==> src/rtl/legv8_mc_control_pkg.sv <==
// Shared encodings for the LEGv8 multi-cycle control sequencer: states,
// instruction classes, ALU op codes, mux selects and opcode patterns.
package legv8_mc_control_pkg;

  typedef enum logic [2:0] {
    ST_FETCH  = 3'd0,
    ST_DECODE = 3'd1,
    ST_EXEC   = 3'd2,
    ST_MEM    = 3'd3,
    ST_WB     = 3'd4,
    ST_TRAP   = 3'd5
  } state_t;

  typedef enum logic [3:0] {
    CLS_NONE = 4'd0,
    CLS_ADD  = 4'd1,
    CLS_SUB  = 4'd2,
    CLS_AND  = 4'd3,
    CLS_ORR  = 4'd4,
    CLS_LDUR = 4'd5,
    CLS_STUR = 4'd6,
    CLS_CBZ  = 4'd7,
    CLS_CBNZ = 4'd8,
    CLS_B    = 4'd9
  } iclass_t;

  localparam logic [3:0] ALU_AND  = 4'b0000;
  localparam logic [3:0] ALU_ORR  = 4'b0001;
  localparam logic [3:0] ALU_ADD  = 4'b0010;
  localparam logic [3:0] ALU_SUB  = 4'b0110;
  localparam logic [3:0] ALU_CBZ  = 4'b0111;
  localparam logic [3:0] ALU_B    = 4'b1000;
  localparam logic [3:0] ALU_CBNZ = 4'b1001;

  localparam logic [1:0] PC_SRC_PC4 = 2'd0;
  localparam logic [1:0] PC_SRC_ALU = 2'd1;
  localparam logic [1:0] PC_SRC_BR  = 2'd2;

  localparam logic [1:0] SRC_B_REG = 2'd0;
  localparam logic [1:0] SRC_B_IMM = 2'd1;
  localparam logic [1:0] SRC_B_BR  = 2'd2;

  localparam logic [10:0] OP_ADD  = 11'b10001011000;
  localparam logic [10:0] OP_SUB  = 11'b11001011000;
  localparam logic [10:0] OP_AND  = 11'b10001010000;
  localparam logic [10:0] OP_ORR  = 11'b10101010000;
  localparam logic [10:0] OP_LDUR = 11'b11111000010;
  localparam logic [10:0] OP_STUR = 11'b11111000000;
  // Branch opcodes only fix their upper bits; the rest belongs to the offset.
  localparam logic [7:0]  OP_CBZ_PFX  = 8'b10110100;
  localparam logic [7:0]  OP_CBNZ_PFX = 8'b10110101;
  localparam logic [5:0]  OP_B_PFX    = 6'b000101;

  function automatic logic is_rtype(input iclass_t c);
    return (c == CLS_ADD) || (c == CLS_SUB) || (c == CLS_AND) || (c == CLS_ORR);
  endfunction

  function automatic logic is_branch(input iclass_t c);
    return (c == CLS_CBZ) || (c == CLS_CBNZ) || (c == CLS_B);
  endfunction

  function automatic logic [3:0] rtype_alu_op(input iclass_t c);
    case (c)
      CLS_ADD: return ALU_ADD;
      CLS_SUB: return ALU_SUB;
      CLS_ORR: return ALU_ORR;
      default: return ALU_AND;
    endcase
  endfunction

endpackage

==> src/rtl/legv8_op_decode.sv <==
// Combinational opcode field to instruction class decode; flags any opcode
// that matches none of the supported LEGv8 patterns.
module legv8_op_decode
  import legv8_mc_control_pkg::*;
(
  input  logic [10:0] i_opcode,
  output iclass_t     o_class,
  output logic        o_illegal
);

  always_comb begin
    o_class   = CLS_NONE;
    o_illegal = 1'b0;
    if (i_opcode == OP_ADD)                 o_class = CLS_ADD;
    else if (i_opcode == OP_SUB)            o_class = CLS_SUB;
    else if (i_opcode == OP_AND)            o_class = CLS_AND;
    else if (i_opcode == OP_ORR)            o_class = CLS_ORR;
    else if (i_opcode == OP_LDUR)           o_class = CLS_LDUR;
    else if (i_opcode == OP_STUR)           o_class = CLS_STUR;
    else if (i_opcode[10:3] == OP_CBZ_PFX)  o_class = CLS_CBZ;
    else if (i_opcode[10:3] == OP_CBNZ_PFX) o_class = CLS_CBNZ;
    else if (i_opcode[10:5] == OP_B_PFX)    o_class = CLS_B;
    else                                    o_illegal = 1'b1;
  end

endmodule

==> src/rtl/legv8_mc_control.sv <==
// LEGv8 multi-cycle control sequencer (FETCH/DECODE/EXEC/MEM/WB/TRAP).
// Define LEGV8_PERF_CNT_EN to add the cycle/retire performance counters.
module legv8_mc_control
  import legv8_mc_control_pkg::*;
#(
  parameter int CNT_W = 32
) (
  input  logic             clk,
  input  logic             rst_n,
  input  logic [10:0]      opcode,
  input  logic             rt_zero,
  input  logic             mem_ack,
  output logic             mem_read,
  output logic             mem_write,
  output logic             ir_write,
  output logic             pc_write,
  output logic [1:0]       pc_src,
  output logic [3:0]       alu_op,
  output logic [1:0]       alu_src_b,
  output logic             reg_write,
  output logic             mem_to_reg,
  output logic             illegal,
  output logic [2:0]       state_o
`ifdef LEGV8_PERF_CNT_EN
  ,
  output logic [CNT_W-1:0] cycle_count,
  output logic [CNT_W-1:0] retire_count
`endif
);

  // Memory handshake: mem_read/mem_write is a request level that stays up
  // from entry into FETCH/MEM through the cycle mem_ack is seen, inclusive;
  // the state advances on that edge so the request drops the next cycle.

  state_t  r_state;
  iclass_t r_class;
  iclass_t w_dec_class;
  logic    w_dec_illegal;

  legv8_op_decode u_op_decode (
    .i_opcode  (opcode),
    .o_class   (w_dec_class),
    .o_illegal (w_dec_illegal)
  );

  always_ff @(posedge clk or negedge rst_n) begin
    if (!rst_n) begin
      r_state <= ST_FETCH;
      r_class <= CLS_NONE;
    end else begin
      case (r_state)
        ST_FETCH: begin
          if (mem_ack) r_state <= ST_DECODE;
        end
        ST_DECODE: begin
          if (w_dec_illegal) begin
            r_state <= ST_TRAP;
          end else begin
            r_class <= w_dec_class;
            r_state <= ST_EXEC;
          end
        end
        ST_EXEC: begin
          if (is_rtype(r_class))                                r_state <= ST_WB;
          else if (r_class == CLS_LDUR || r_class == CLS_STUR)  r_state <= ST_MEM;
          else                                                  r_state <= ST_FETCH;
        end
        ST_MEM: begin
          if (mem_ack) r_state <= (r_class == CLS_LDUR) ? ST_WB : ST_FETCH;
        end
        ST_WB:   r_state <= ST_FETCH;
        ST_TRAP: r_state <= ST_TRAP;
        default: r_state <= ST_FETCH;
      endcase
    end
  end

  // Outputs decode the registered state/class; only the fetch and branch
  // PC pulses are qualified by the live mem_ack/rt_zero flags. Holding reset
  // forces everything low so a pending request drops immediately.
  always_comb begin
    mem_read   = 1'b0;
    mem_write  = 1'b0;
    ir_write   = 1'b0;
    pc_write   = 1'b0;
    pc_src     = PC_SRC_PC4;
    alu_op     = ALU_AND;
    alu_src_b  = SRC_B_REG;
    reg_write  = 1'b0;
    mem_to_reg = 1'b0;
    illegal    = 1'b0;
    if (rst_n) begin
      case (r_state)
        ST_FETCH: begin
          mem_read = 1'b1;
          ir_write = mem_ack;
          pc_write = mem_ack;
        end
        ST_EXEC: begin
          case (r_class)
            CLS_ADD, CLS_SUB, CLS_AND, CLS_ORR: alu_op = rtype_alu_op(r_class);
            CLS_LDUR, CLS_STUR: begin
              alu_op    = ALU_ADD;
              alu_src_b = SRC_B_IMM;
            end
            CLS_CBZ: begin
              alu_op    = ALU_CBZ;
              alu_src_b = SRC_B_BR;
              pc_src    = PC_SRC_ALU;
              pc_write  = rt_zero;
            end
            CLS_CBNZ: begin
              alu_op    = ALU_CBNZ;
              alu_src_b = SRC_B_BR;
              pc_src    = PC_SRC_ALU;
              pc_write  = ~rt_zero;
            end
            CLS_B: begin
              alu_op   = ALU_B;
              pc_src   = PC_SRC_BR;
              pc_write = 1'b1;
            end
            default: ;
          endcase
        end
        ST_MEM: begin
          mem_read  = (r_class == CLS_LDUR);
          mem_write = (r_class == CLS_STUR);
        end
        ST_WB: begin
          reg_write  = 1'b1;
          mem_to_reg = (r_class == CLS_LDUR);
        end
        ST_TRAP: illegal = 1'b1;
        default: ;
      endcase
    end
  end

  assign state_o = r_state;

`ifdef LEGV8_PERF_CNT_EN
  localparam logic [CNT_W-1:0] CNT_ONE = {{(CNT_W-1){1'b0}}, 1'b1};

  logic [CNT_W-1:0] r_cycle_count;
  logic [CNT_W-1:0] r_retire_count;
  logic             w_retire;

  // Last cycle of an instruction: write-back, store ack, or any branch EXEC.
  assign w_retire = (r_state == ST_WB) ||
                    (r_state == ST_MEM && r_class == CLS_STUR && mem_ack) ||
                    (r_state == ST_EXEC && is_branch(r_class));

  always_ff @(posedge clk or negedge rst_n) begin
    if (!rst_n) begin
      r_cycle_count  <= '0;
      r_retire_count <= '0;
    end else if (r_state != ST_TRAP) begin
      r_cycle_count <= r_cycle_count + CNT_ONE;
      if (w_retire) r_retire_count <= r_retire_count + CNT_ONE;
    end
  end

  assign cycle_count  = r_cycle_count;
  assign retire_count = r_retire_count;
`else
  localparam int unused_cnt_w = CNT_W;
`endif

endmodule

==> config.mk <==
export PLATFORM = sky130hd
export DESIGN_NAME = legv8_mc_control
export DESIGN_NICKNAME = d
export VERILOG_FILES = /design/src/rtl/legv8_mc_control_pkg.sv /design/src/rtl/legv8_op_decode.sv /design/src/rtl/legv8_mc_control.sv
export SDC_FILE = /design/constraint.sdc
export NUM_CORES = 1
export LEC_CHECK = 0
export CORE_MARGIN = 2
export CORE_UTILIZATION = 55
export CTS_BUF_LIST = sky130_fd_sc_hd__clkbuf_4 sky130_fd_sc_hd__clkbuf_8
export CTS_CLUSTER_DIAMETER = 40
export DETAILED_ROUTE_END_ITERATION = 10
export DONT_BUFFER_PORTS = 1
export PLACE_DENSITY = 0.7
export RECOVER_POWER = 25
export SLEW_MARGIN = 20
export SYNTH_ARGS = -nofsm -noshare
export SYNTH_HDL_FRONTEND = slang
export SYNTH_SLANG_ARGS = --single-unit
==> constraint.sdc <==
create_clock -name clk -period 1.7 [get_ports clk]
set_input_delay 0.17 -clock clk [delete_from_list [all_inputs] [get_ports clk]]
set_output_delay 0.17 -clock clk [all_outputs]
set_load 0.05 [all_outputs]
==> metrics.md, run 1 <==
| Metric | Value |
|---|---|
| Num ports | `33` |
| Ys Warns | `0` |
| Top cell type's share of synthesized area | `0.203` |
| Initial antenna violation count | `0` |
| Tool error | `[ERROR DPL-0033] detailed placement checks failed during check placement.` |
| Outcome | `did not finish` |
| Die width | `43.6 um` |
| Syn nets | `between 100 and 150` |
| Yosys top cell by area | `dfrtp_1` |
| Top FF cell, synth | `dfrtp_1` |
| Post-synthesis sequential area ratio | `0.203` |
| Starting Density | `0.580` |
| Gp weighted congestion | `around 0.85` |
| TritonCTS Buffers | `3` |
| Synthesized area per cell | `about 8 sq um` |
| DP HPWL | `roughly 1.7 mm` |
| Yosys reg bits | `7` |
| Synth area leaders | `dfrtp_1 20%, nor2b_1 5.8%, nand2_1 4.3%` |
| # port buffers | `0` |
| Clock Tree Buf Depth | `2` |
| Clock sink total | `7` |
| Die H | `43.6 um` |
| Root buffer selected by CTS | `clkbuf_4` |
| Post-synth EDFFs | `0` |
| Stopped at | `5_1_grt` |
| Post-Syn Area | `863 sq um` |
| Cell variety after synth | `44` |
| FFs w/ async S/R, synth | `1.00` |
| Post-GRT worst EP | `pc_write` |
| Cells after Synth | `108` |
| Std-Cell Rows | `14` |
| Worst ep type | `output port` |
| Largest net degree at the start of global routing | `13` |
| H-tree depth | `1` |
-- cell families after synthesis --
kind of cell    Yosys count  synth area share
simple gates             59             0.412
compound gates           26             0.239
buf+inv                  10            0.0696
flops                     7             0.203
xor+xnor                  3            0.0304
mux                       3            0.0464
-- cell usage after synthesis, drive strengths merged (3+ instances only) --
library cell and number:
o21ai 8, nor2b 8, buf 4, nor2 11, inv 3, nor4 4
dfrtp 7, nand2 10, nand3 4, clkbuf 3, nor3 4, nor3b 3
a21oi 4, nand2b 5
-- what timing repair did --
| item | CTS |
|---|---|
| hold endpoints to repair | 7 |
| hold buffers | 1 |
| resized for setup | 18 |
| pin swaps | 7 |
| endpoints found under the setup margin | 9 |
| buffers inserted | 8 |
-- stage by stage --
| step | area [sq um] | TNS [ps] | util | cells | worst slack, ps |
|---|---|---|---|---|---|
| after floorplan | 1020 | -400 | - | 108 | -129 |
| after global placement | 1210 | 0 | 0.813 | 137 | 118 |
| after detailed placement | 1210 | 0 | 0.813 | 137 | 89.6 |
| after CTS | 1370 | -67.3 | 0.917 | 150 | -42.5 |
==> run 2, diff against run 1 <==
--- a/config.mk
+++ b/config.mk
@@ -5,13 +5,11 @@
 export SDC_FILE = /design/constraint.sdc
 export NUM_CORES = 1
 export LEC_CHECK = 0
-export CORE_MARGIN = 2
-export CORE_UTILIZATION = 55
-export CTS_BUF_LIST = sky130_fd_sc_hd__clkbuf_4 sky130_fd_sc_hd__clkbuf_8
-export CTS_CLUSTER_DIAMETER = 40
+export CORE_AREA = 2 2 63 65
 export DETAILED_ROUTE_END_ITERATION = 10
+export DIE_AREA = 0 0 65 67
 export DONT_BUFFER_PORTS = 1
-export PLACE_DENSITY = 0.7
+export PLACE_DENSITY_LB_ADDON = 0.15
 export RECOVER_POWER = 25
 export SLEW_MARGIN = 20
 export SYNTH_ARGS = -nofsm -noshare
==> run 2 against run 1 <==
Effect of this change: the run now ends clean; area after synthesis unchanged; synthesized cell count did not move.
==> metrics.md, run 2 <==
| Metric | Value |
|---|---|
| Max reg flops | `4` |
| Die H | `67 um (was 43.6 um)` |
| Crit path max-delay family | `simple AND/OR/NAND/NOR gates` |
| Worst Tran Pin Value | `between 300 and 400 ps` |
| Fin. max-slew vios | `0` |
| Num ports | `33 (unchanged)` |
| Hold Crit Class | `input pin to flip-flop` |
| Initial DRC Count | `39` |
| Gp weighted congestion | `0.750 (was 0.853)` |
| RSZ-0062 raised after global routing | `true` |
| Leakage | `0.559 nW` |
| H-tree depth | `1 (unchanged)` |
| CTS tree | `done` |
| Flip-flop and latch area | `approximately 180 sq um` |
| Top FF cell, synth | `dfrtp_1 (unchanged)` |
| Max_cap viols | `0` |
| Vias per cell | `roughly 4.7` |
| Final setup skew | `around 0.53 ps` |
| Final global-route overflow total | `0` |
| DRT Pass-1 Iters | `4` |
| Final WS setup | `approximately 1.3 ps` |
| Tot Pwr | `~0.00044 W` |
| Std-Cell Rows | `22 (was 14)` |
| Max Fclk | `589 MHz` |
| Final hold violations | `0` |
| Ys Warns | `0 (unchanged)` |
| ANT nets after route | `0` |
| Most frequent cells in the layout | `22 x buf_4, 8 x nand2_1, 7 x buf_12` |
| Clock Latency Late Sink | `220 ps` |
| Via count | `873` |
| Most common cell after layout, fill and taps aside | `buf_4` |
| Die ar. | `0.00436 sq mm` |
| Worst path slowest cell | `dfrtp_2` |
| N_diodes | `0` |
| Crit end category | `output port` |
| TritonCTS Buffers | `3 (unchanged)` |
| Cell Pwr Density | `between 300 and 400 mW/mm^2` |
| TNS Setup | `0 ps` |
| Post-layout min period | `between 1500 and 2000 ps` |
| Largest Register | `r_class` |
| Placed instance count | `171 (was 137)` |
| Synth area leaders | `dfrtp_1 20%, nor2b_1 5.8%, nand2_1 4.3% (unchanged)` |
| Root buffer selected by CTS | `clkbuf_8 (was clkbuf_4)` |
| Yosys reg bits | `7 (unchanged)` |
| Cell variety after synth | `44 (unchanged)` |
| Post-synthesis sequential area ratio | `0.203 (unchanged)` |
| Vias in the first global route | `866` |
| Cells after Synth | `108 (unchanged)` |
| First-pass GRT wire length | `just under 4 mm` |
| Buf+Inv Stages, Crit Path | `0` |
| Top cell type's share of synthesized area | `0.203 (unchanged)` |
| Share of cells above drive strength 1 | `0.544` |
| Max-Slew Margin vs Limit | `0.754` |
| Finished Layout Cells | `roughly 180` |
| Layout fillers | `364` |
| VDD IR max | `approximately 120 uV` |
| Kind of critical path | `flip-flop to output port` |
| Worst-path clk slew | `~40 ps` |
| GRT Resource Usage Total | `0.116` |
| FFs w/ async S/R, synth | `1.00 (unchanged)` |
| Cell breakdown of the critical path | `nand2b_1 > nor4_4 > and2_4` |
| Critical path data arrival time | `1530 ps` |
| Post-synth EDFFs | `0 (unchanged)` |
| Syn nets | `123 (unchanged)` |
| Multi-input logic area | `about 800 sq um` |
| Avg WL per Cell | `roughly 13 um` |
| Clock Tree Buf Depth | `2 (unchanged)` |
| Number of nets in the layout | `roughly 150` |
| Crit-path max FO | `6` |
| Residual DRC | `0` |
| Commonest cells post-synth | `10 x nand2_1, 10 x nor2_1, 8 x nor2b_1, 7 x dfrtp_1, 7 x o21ai_0 (unchanged)` |
| DP HPWL | `1.93 mm (was 1.70 mm)` |
| Core footprint | `~0.0036 sq mm` |
| WP data required | `between 1500 and 2000 ps` |
| WL final | `around 2.4 mm` |
| Yosys top cell by area | `dfrtp_1 (unchanged)` |
| Endpoints failing setup | `0` |
| Die width | `65 um (was 43.6 um)` |
| Area Growth Syn to Fin | `67.2%` |
| CP peak stage delay | `440 ps` |
| Synthesized area per cell | `7.99 sq um (unchanged)` |
| Tcrit/Tclk final | `0.999` |
| # port buffers | `0 (unchanged)` |
| Starting Density | `0.239 (was 0.580)` |
| Pre-CTS setup slack | `37.8 ps (was 89.6 ps)` |
| Outcome | `finished clean (was did not finish)` |
| Largest net degree at the start of global routing | `13` |
| Initial antenna violation count | `0` |
| Post-Syn Area | `863 sq um (unchanged)` |
| Startpoint Class | `flip-flop` |
| Clock sink total | `7 (unchanged)` |
-- run 2: cell counts after synthesis --
Identical to the previous run, type by type.
-- run 2: worst paths after layout --
path | start | end | slack (ps) | cells after the start
hold reg to reg | r_class[3] | r_class[3] | 590 | 1
min in group asynchronous | rst_n | r_class[1] | 290 | 1
max in group asynchronous | rst_n | state_o[0] | 1140 | 1
hold / removal | mem_ack | state_o[1] | 200 | 3
setup / recovery | r_class[3] | alu_src_b[0] | 1 | 3
setup reg to reg | r_class[1] | state_o[0] | 130 | 6
-- run 2: layer usage --
layer / vias to the layer above / track usage / share of wire
met1: 405 / 0.124 / 0.40
met2: 23 / 0.218 / 0.54
met4: 0 / 0.0426 / 0
li1: 445 / - / -
met5: - / 0 / 0
met3: 0 / 0.0304 / 0.065
-- run 2: cell families after synthesis --
| group | Yosys count | synth area share |
|---|---|---|
| multiplexers | 3 | 0.0464 |
| buffers and inverters | 10 | 0.0696 |
| flip-flops | 7 | 0.203 |
| AO/OA/AOI/OAI | 26 | 0.239 |
| AND/OR/NAND/NOR | 59 | 0.412 |
| XOR/XNOR | 3 | 0.0304 |
-- run 2: repair_timing --
item | 4_1_cts | 5_1_grt
hold endpoints to repair | 7 | 0
pin swaps | 0 | 2
setup endpoints to repair | 6 | 8
hold buffers | 1 | 0
setup buffers | 0 | 8
resized for setup | 8 | 11
-- run 2: through the flow --
step,hold WS (ps),cell area (sq um),utilization
after floorplan,-126,1020,-
after global placement,-125,1270,0.351
after detailed placement,-125,1270,0.351
after CTS,201,1350,0.373
after global routing,265,1440,0.400
final,196,1440,0.400
-- run 2: worst min-delay path, stage by stage --
cell	delay, ps
nor4bb_1	30
nor2_1	120
nand2_1	70
-- run 2: area by class of cell --
cell class,count,area share
Clock buffer,4,0.0312
Inverter,3,0.00780
Multi-Input combinational cell,91,0.567
Sequential cell,7,0.127
Tap cell,48,0.0416
Timing Repair Buffer,31,0.226
-- run 2: report_power, final --
part	internal, W	switching [W]
Sequential	0.000168	0.000000811
Clock	0.000162	0.0000648
Combinational	0.0000215	0.0000245
(Power assumes the default switching activity.)
==> run 3, diff against run 2 <==
==> constraint.sdc (replaced) <==
create_clock -name clk -period 1.7 [get_ports clk]
set_input_delay 0.34 -clock clk [delete_from_list [all_inputs] [get_ports clk]]
set_output_delay 0.34 -clock clk [all_outputs]
set_load 0.05 [all_outputs]
==> run 3 against run 2 <==
Effect of this change: the run now ends with negative setup slack left; combinational power increased by 4.8%; core utilization up 5.8 points; design area rose by 14%; global-route usage is 1.0 points higher; critical path depth is 3 higher; first-iteration DRC count decreased by 18%; power rose by 1.8%; maximum frequency is 7.8% lower; flip-flop and latch count unchanged; sequential power about the same; highest routed layer is now met4.
==> metrics.md, run 3 (synthesized netlist as in run 2, its figures left out) <==
| Metric | Value |
|---|---|
| Outcome | `finished with violations (was finished clean)` |
| Failing checks | `negative setup slack` |
| Cell Pwr Density | `272 mW/mm^2 (was 305 mW/mm^2)` |
| Final hold violations | `0 (unchanged)` |
| Residual DRC | `0 (unchanged)` |
| Most common cell after layout, fill and taps aside | `buf_4 (unchanged)` |
| DRT Pass-1 Iters | `4 (unchanged)` |
| First-pass GRT wire length | `4.26 mm (was 3.95 mm)` |
| Startpoint Class | `flip-flop (unchanged)` |
| Via count | `977 (was 873)` |
| Hold Crit Class | `input pin to flip-flop (unchanged)` |
| WP data required | `1360 ps (was 1530 ps)` |
| Starting Density | `0.239 (unchanged)` |
| Cell Area, Placed | `0.00137 sq mm (was 0.00127 sq mm)` |
| WP depth | `6 (was 3)` |
| Post-layout min period | `1840 ps (was 1700 ps)` |
| Most frequent cells in the layout | `31 x buf_4, 9 x buf_12, 7 x buf_6, 7 x dfrtp_2 (was 22 x buf_4, 8 x nand2_1, 7 x buf_12)` |
| Fin. max-slew vios | `0 (unchanged)` |
| DP HPWL | `1.91 mm (was 1.93 mm)` |
| CTS tree | `done (unchanged)` |
| Hold WS | `359 ps (was 196 ps)` |
| Clock Tree Buf Depth | `2 (unchanged)` |
| Tcrit/Tclk final | `1.08 (was 0.999)` |
| H-tree depth | `1 (unchanged)` |
| Critical path data arrival time | `1500 ps (was 1530 ps)` |
| Max-Slew Margin vs Limit | `0.758 (was 0.754)` |
| Gp weighted congestion | `0.749 (was 0.750)` |
| Final WS setup | `-143 ps (was 1.30 ps)` |
| TritonCTS Buffers | `3 (unchanged)` |
| Vias in the first global route | `996 (was 866)` |
| # port buffers | `0 (unchanged)` |
| Crit path max-delay family | `flip-flops (was simple AND/OR/NAND/NOR gates)` |
| Fin util | `0.458 (was 0.400)` |
| N_diodes | `0 (unchanged)` |
| Cell breakdown of the critical path | `nor3b_4 > a31oi_1 > o21ai_1 > o21ai_1 > nor3_4 > buf_12 (was nand2b_1 > nor4_4 > and2_4)` |
| Die H | `67 um (unchanged)` |
| Initial DRC Count | `32 (was 39)` |
| Final Cell Area | `0.00165 sq mm (was 0.00144 sq mm)` |
| Max Fclk | `543 MHz (was 589 MHz)` |
| WL final | `2.52 mm (was 2.45 mm)` |
| Number of nets in the layout | `170 (was 152)` |
| Avg WL per Cell | `12.5 um (was 13.3 um)` |
| Endpoints failing setup | `11 (was 0)` |
| GRT Resource Usage Total | `0.127 (was 0.116)` |
| R2R depth | `7 (was 6)` |
| Clock sink total | `7 (unchanged)` |
| Leakage | `0.659 nW (was 0.559 nW)` |
| TNS Setup | `-959 ps (was 0 ps)` |
| Worst r2r src | `r_class[0] (was r_class[1])` |
| Max reg flops | `4 (unchanged)` |
| Worst-path clk slew | `40 ps (about the same)` |
| Max_cap viols | `0 (unchanged)` |
| Hold path depth | `3 (unchanged)` |
| Num ports | `33 (unchanged)` |
| Crit end category | `output port (unchanged)` |
| VDD IR max | `107 uV (was 123 uV)` |
| Worst Tran Pin Value | `362 ps (was 366 ps)` |
| Buf+Inv Stages, Crit Path | `1 (was 0)` |
| Initial antenna violation count | `0 (unchanged)` |
| Area Growth Syn to Fin | `91.4% (was 67.2%)` |
| Vias per cell | `4.84 (was 4.74)` |
| CP most frequent cell | `o21ai_1` |
| Hold_sp | `mem_ack (unchanged)` |
| Share of cells above drive strength 1 | `0.617 (was 0.544)` |
| Root buffer selected by CTS | `clkbuf_8 (unchanged)` |
| CP peak stage delay | `440 ps (about the same)` |
| R2r setup slk | `30 ps (was 130 ps)` |
| Final setup skew | `1.53 ps (was 0.527 ps)` |
| Die width | `65 um (unchanged)` |
| Largest Register | `r_class (unchanged)` |
| Largest net degree at the start of global routing | `10 (was 13)` |
| Clock Latency Late Sink | `230 ps (was 220 ps)` |
| Crit-path max FO | `6 (unchanged)` |
| Worst path slowest cell | `dfrtp_2 (unchanged)` |
| RSZ-0062 raised after global routing | `true (unchanged)` |
| Std-Cell Rows | `22 (unchanged)` |
| Final global-route overflow total | `0 (unchanged)` |
| Hold endpoint | `state_o[1] (unchanged)` |
| Reg-to-reg endpoint | `state_o[0] (unchanged)` |
| ANT nets after route | `0 (unchanged)` |
| Kind of critical path | `flip-flop to output port (unchanged)` |
| Die ar. | `0.00436 sq mm (unchanged)` |
| Core footprint | `0.00361 sq mm (unchanged)` |
run 3: layout make-up:
cell class	instances	area [sq um]
clock buffer	4	45.0
sequential	7	184
timing repair buffer	49	517
multi-input combinational	91	836
inverter	3	11.3
tap	48	60.1
fill	352	1950
run 3: worst max-delay path by stage:
stage / startpoint / slack, ps / end
floorplan: state_o[2] / -300 / mem_to_reg
global placement: r_class[3] / 30 / pc_write
detailed placement: r_class[1] / 8 / pc_write
CTS: r_class[1] / -140 / pc_write
global route: r_class[1] / -200 / pc_write
finish: r_class[1] / -140 / pc_write
run 3: through the flow:
| step | instances | setup slack (ps) | total power [W] |
|---|---|---|---|
| 6_report | 202 | -143 | 0.000449 |
| 5_1_grt | 202 | -199 | 0.000472 |
| 4_1_cts | 201 | -143 | 0.000456 |
| 3_5_place_dp | 179 | 7.78 | 0.000211 |
| 3_3_place_gp | 179 | 32.9 | 0.000211 |
| 2_1_floorplan | 108 | -299 | 0.000204 |
run 3: tightest hold or removal path, delay by kind of cell:
| family | cells | cell delay, ps |
|---|---|---|
| and+or+nand+nor | 3 | 210 |
run 3: report_power, final:
part | switching (W) | total (W) | internal [W] | leakage (nW)
clock | 0.0000699 | 0.000232 | 0.000162 | 0.0228
combinational | 0.0000246 | 0.0000481 | 0.0000236 | 0.558
sequential | 0.000000844 | 0.000169 | 0.000168 | 0.0783
total | 0.0000953 | 0.000449 | 0.000354 | 0.659
run 3: routing by layer:
layer,global-route usage,part of all wire,up-vias
met3,0.0135,0.056,5
li1,-,-,483
met4,0.0745,0.024,0
met2,0.235,0.53,36
met5,0,0,-
met1,0.138,0.39,453
run 3: what timing repair did:
action	CTS	global route
buffers inserted	18	1
hold endpoints to repair	7	0
pin swaps	11	5
endpoints found under the setup margin	14	15
hold buffers	1	0
gates resized for setup	13	11
